[config.mk]
export PLATFORM = sky130hd
export DESIGN_NAME = ifetch_stage
export DESIGN_NICKNAME = d
export VERILOG_FILES = /design/src/rtl/ifetch_stage.sv
export SDC_FILE = /design/constraint.sdc
export NUM_CORES = 1
export LEC_CHECK = 0
export CAP_MARGIN = 20
export CORE_MARGIN = 1.5
export CORE_UTILIZATION = 45
export CTS_CLUSTER_SIZE = 12
export DETAILED_ROUTE_END_ITERATION = 6
export PLACE_DENSITY = 0.86
export SYNTH_ARGS = -nofsm -noshare
export SYNTH_HDL_FRONTEND = slang
export SYNTH_SLANG_ARGS = --single-unit
[constraint.sdc]
create_clock -name Clk -period 2.98 [get_ports Clk]
set_input_delay 0.447 -clock Clk [delete_from_list [all_inputs] [get_ports Clk]]
set_output_delay 0.447 -clock Clk [all_outputs]
set_load 0.01 [all_outputs]
[src/rtl/ifetch_stage.sv]
// ifetch_stage: issues the PC to a 1-cycle instruction BRAM and presents the word to decode,
// holding it across stalls; define IFETCH_ADEL_CHECK_EN to flag misaligned/out-of-range fetches.
module ifetch_stage #(
  parameter logic [31:0] BASE_ADDR = 32'h0000_3000,
  parameter int          ADDR_W    = 12
) (
  input  logic              Clk,
  input  logic              Reset,
  input  logic [31:0]       PC_In,
  input  logic              Stall,
  input  logic              Flush,
  output logic [ADDR_W-1:0] Imem_Addr,
  input  logic [31:0]       Imem_Rdata,
  output logic [31:0]       Instr,
  output logic [31:0]       Instr_PC,
  output logic              Instr_Valid,
  output logic              Exc_AdEL
);
  typedef enum logic [1:0] {IDLE, RUN, HOLD} state_t;
  state_t state, state_nx;
  logic [31:0] f_pc, hold_reg, word;
  logic f_valid, f_exc, err, take;
  assign take = Flush | ~Stall;
  assign Imem_Addr = ADDR_W'((PC_In - BASE_ADDR) >> 2);
`ifdef IFETCH_ADEL_CHECK_EN
  localparam logic [32:0] TOP = {1'b0, BASE_ADDR} + (33'd4 << ADDR_W);
  assign err = (PC_In[1:0] != 2'b00) | (PC_In < BASE_ADDR) | ({1'b0, PC_In} >= TOP);
`else
  assign err = 1'b0;
`endif
  always_ff @(posedge Clk)
    state <= !Reset ? IDLE : state_nx;
  // the BRAM output moves on while stalled, so the first stalled RUN edge captures it
  always_comb
    state_nx = take ? RUN : (state == RUN ? HOLD : state);
  always_ff @(posedge Clk) begin
    if (!Reset) begin
      f_pc     <= BASE_ADDR;
      f_valid  <= 1'b0;
      f_exc    <= 1'b0;
      hold_reg <= 32'h0;
    end else if (take) begin
      f_pc    <= PC_In;
      f_valid <= 1'b1;
      f_exc   <= err;
    end else if (state == RUN) begin
      hold_reg <= Imem_Rdata;
    end
  end
  always_comb begin
    word        = state == HOLD ? hold_reg : Imem_Rdata;
    Instr_Valid = f_valid & ~f_exc;
    Instr       = Instr_Valid ? word : 32'h0;
    Instr_PC    = f_pc;
    Exc_AdEL    = f_exc;
  end
endmodule

Word level (Yosys, flattened, before mapping):

Index checks and enable logic that the tools add are counted.

* flip-flop bits (word level): 67
* bits in latches: 0
* memory bits (writable): 0
* bits in read-only memories: 0
* bits of input ports: 68
* output and inout port bits: 78
* memories kept: 0

* add/subtract/negate cells: 1
* multiply operators: 0
* divide/modulo/power cells: 0
* order comparisons: 0
* equality and inequality tests: 2
* shift-type cells: 0
* mux-type cells: 4
* bitwise operators: 4
* reductions and logical operators: 3

Operators with widths (number)
* 2-to-1 mux 32 bit: 2
* subtractor 14 bit (second input constant): 1
* NOT 1 bit: 3
* == test 2 x 1 -> 1 bit (second input constant): 1
* == test 2 bit (second input constant): 1
* 2-to-1 mux 1 bit: 2
* AND reduction 2 bit: 1
* nonzero test 2 bit: 1
* OR reduction 2 bit: 1
* bitwise OR 1 bit: 1

Depth between registers and ports, before layout:

* depth after elaboration: 4
* depth in mapped cells: 5
* depth with buffers taken out: 3

Worst setup path before layout:

OpenSTA, ideal clock, no wires.

* path type: register to output
* start point: register state[1]
* end point: output Instr[0]
* arrival time: 1.073 ns
* data required time: 2.533 ns
* path slack: 1.460 ns
* stages on the path, launching flop included: 6
* path buffers: 2
* cell sequence: dfxtp_1 > nor2b_1 > buf_2 > buf_6 > nand2_1 > a21boi_0

* cells in the longest elaborated chain, start to end: 3

RTL lines
* from (decl): line 20 `state_t state, state_nx;`
* from (signal assigned): line 32 `state <= !Reset ? IDLE : state_nx;`
* == test 2 bit: line 51 `word = state == HOLD ? hold_reg : Imem_Rdata;`
* 2-to-1 mux 32 bit: line 51
* 2-to-1 mux 32 bit: line 53 `Instr = Instr_Valid ? word : 32'h0;`
* to (decl): line 14 `output logic [31:0] Instr,`

No other way between the ends.

Worst setup path after layout:

* start point: register state[0]
* end point: output Instr[21]

Same word-level chain as after synthesis.

==> impl_metrics.yaml <==
global_routing:
  grt_max_degree: 65
  grt_pass1_wl_um: 12800
  grt_overflow: 0
  antenna_found_initial: 0
  track_usage: 0.212
  grt_pass1_vias: 2912
layout:
  fin_area_um2: 4650
  layout-drive-gt1-share: 0.0506
  fillers: 570
  diodes: 0
  area_delta_synth_final_pct: 47.3
  multiInputGateArea_um2: 1480
  register_area_um2: 1340
  fin_nets: 597
die:
  initial_utilization: 0.465
  core_um2: 6790
  die-area_um2: 7530
  core.rowCount: 30
  die-height_um: 86.8
  ioPinCount: 146
  die_w_um: 86.8
power:
  peakVddDrop_v: 0.000273
  p_leak_nw: 1.76
  power_mw: 2.08
  power.density_nw_per_um2: 446
timing:
  fmax_ghz: 0.396
  skew_ns: 0.0100
  tightest_slew_ns: 0.626
  setup_tns_ns: 0
  rsz0062_at_grt: "no"
  hold_viol: 0
  setup_viol: 0
  layout_min_cycle_time_ns: 2.53
  hold_ws_ns: 0.449
  finalCritPeriodShare: 0.848
  slew_violations: 0
  slew_headroom: 0.582
setup_path:
  arrival_ns: 2.08
  cp-end-kind: "output port"
  start_kind: "flip-flop"
  cp_max_fo: 23
  cp_data_required_time_ns: 2.53
  critical_path_class: "flip-flop to output port"
synth:
  yosysSeqAreaShare: 0.425
  ys_types: 22
  syn-num-nets: 482
  syn_area_um2: 3160
  ys_seq_elements: 67
  syn_inst: 414
  synth_warnings: 0
  avgSynthCellArea_um2: 7.63
route:
  ant_nets: 0
  avgViaCountPerCell: 4.86
  first_pass_iters: 4
  via_count: 3059
  totalWireLength_um: 8010
  wire_per_inst_um: 12.7
  drt-initial-drc-count: 93
  drc: 0
clocking:
  post_cts.repair.setup_buffers: 0
  cts_buffers: 9
  cts_resized: 0
  ctsRootBufferMaster: "clkbuf_8"
  cts_buffer_depth: 2
  clock-sinks: 67
  cts_tree: "built"
  cts_hold_buf: 0
  cts.clk_slew.worst_paths_ns: 0.07
  worstSkewPairLatency_ns: 0.33
  htree_levels: 3
placement:
  hpwl_um: 5570
  post_dp_cell_area_um2: 4460
  io_buffers: 144
  gp_congestion: 0.723
hold_path:
  hp-class: "flip-flop to flip-flop"
job:
  maxCapViolCount: 0
outcome:
  status: "completed"
-- where the power goes --
part / total (mW) / internal (mW) / leakage, nW / switching, mW
combinational: 0.392 / 0.230 / 1.11 / 0.162
clock: 0.725 / 0.383 / 0.0950 / 0.342
sequential: 0.959 / 0.937 / 0.550 / 0.0212
total: 2.08 / 1.55 / 1.76 / 0.526
-- through the flow --
stage / cells / utilization / setup slack [ns]
2_1_floorplan: 414 / - / 1.46
3_3_place_gp: 614 / 0.656 / 0.793
3_5_place_dp: 614 / 0.656 / 0.773
4_1_cts: 630 / 0.685 / 0.426
5_1_grt: 630 / 0.685 / 0.270
6_report: 630 / 0.685 / 0.453
-- cell families after synthesis --
family,share of synthesized area
and+or+nand+nor,0.256
DFF,0.425
xor gates and xnor gates,0.00277
buffers and inverters,0.109
other,0.00119
AOI/OAI and AO/OA,0.207
-- worst max-delay path, cell delays in order, from the launching register on --
cell and delay (ns):
dfxtp_1 0.39, or2b_1 0.35, buf_12 0.22, nand2_1 0.06, a21boi_0 0.17, clkdlybuf4s50_1 0.58
-- worst paths after layout --
path,start,endpoint,slack (ns),depth (start not counted)
max,state[0],Instr[21],0.45,5
min,hold_reg[8],hold_reg[8],0.45,2
max reg2reg,state[0],hold_reg[21],1.52,4
min reg2reg,hold_reg[8],hold_reg[8],0.45,2
-- placed cells by master (no fill, tap or decap) --
cell,Yosys,layout
a21boi_0,52,52
a21boi_1,11,11
and4bb_2,0,1
buf_12,0,2
buf_2,13,1
buf_4,16,5
bufinv_16,0,1
clkbuf_8,0,9
clkdlybuf4s50_1,0,143
clkinv_2,0,3
clkinv_4,0,1
clkinvlp_4,0,2
conb_1,1,1
dfxtp_1,67,67
inv_1,1,1
nand2_1,160,160
nand2b_1,1,1
nand3_1,33,33
nor2_1,1,1
nor2b_2,0,2
o211ai_1,1,1
o21a_1,1,1
o21ai_0,22,22
o21ai_1,11,11
or2b_1,1,1
xor2_1,1,1
-- routing by layer --
layer / vias to the layer above / wire, µm / global-route usage
met4: 0 / 115 / 0.0924
met3: 11 / 235 / 0.0305
met2: 73 / 4270 / 0.404
met5: - / 0 / 0
met1: 1411 / 3380 / 0.232
li1: 1564 / - / -
-- cell type report --
class,count,area share
Timing Repair Buffer,151,0.326
Multi-Input combinational cell,299,0.318
Sequential cell,67,0.288
Clock buffer,9,0.0266
Tap cell,96,0.0258
Clock inverter,7,0.0148
Inverter,1,0.000807
-- synthesized netlist by cell type (all sizes together) --
library cell | instances | share of area
nand2 | 160 | 0.19
dfxtp | 67 | 0.42
a21boi | 63 | 0.15
buf | 39 | 0.098
nand3 | 33 | 0.052
o21ai | 33 | 0.052
clkbuf | 8 | 0.0095
nor2b | 2 | 0.0040
and4bb | 1 | 0.0040
conb | 1 | 0.0012
inv | 1 | 0.0012
nand2b | 1 | 0.0020
nor2 | 1 | 0.0012
o211ai | 1 | 0.0024
o21a | 1 | 0.0024
or2b | 1 | 0.0024
xor2 | 1 | 0.0028
Power figures use the tool's default switching activity.
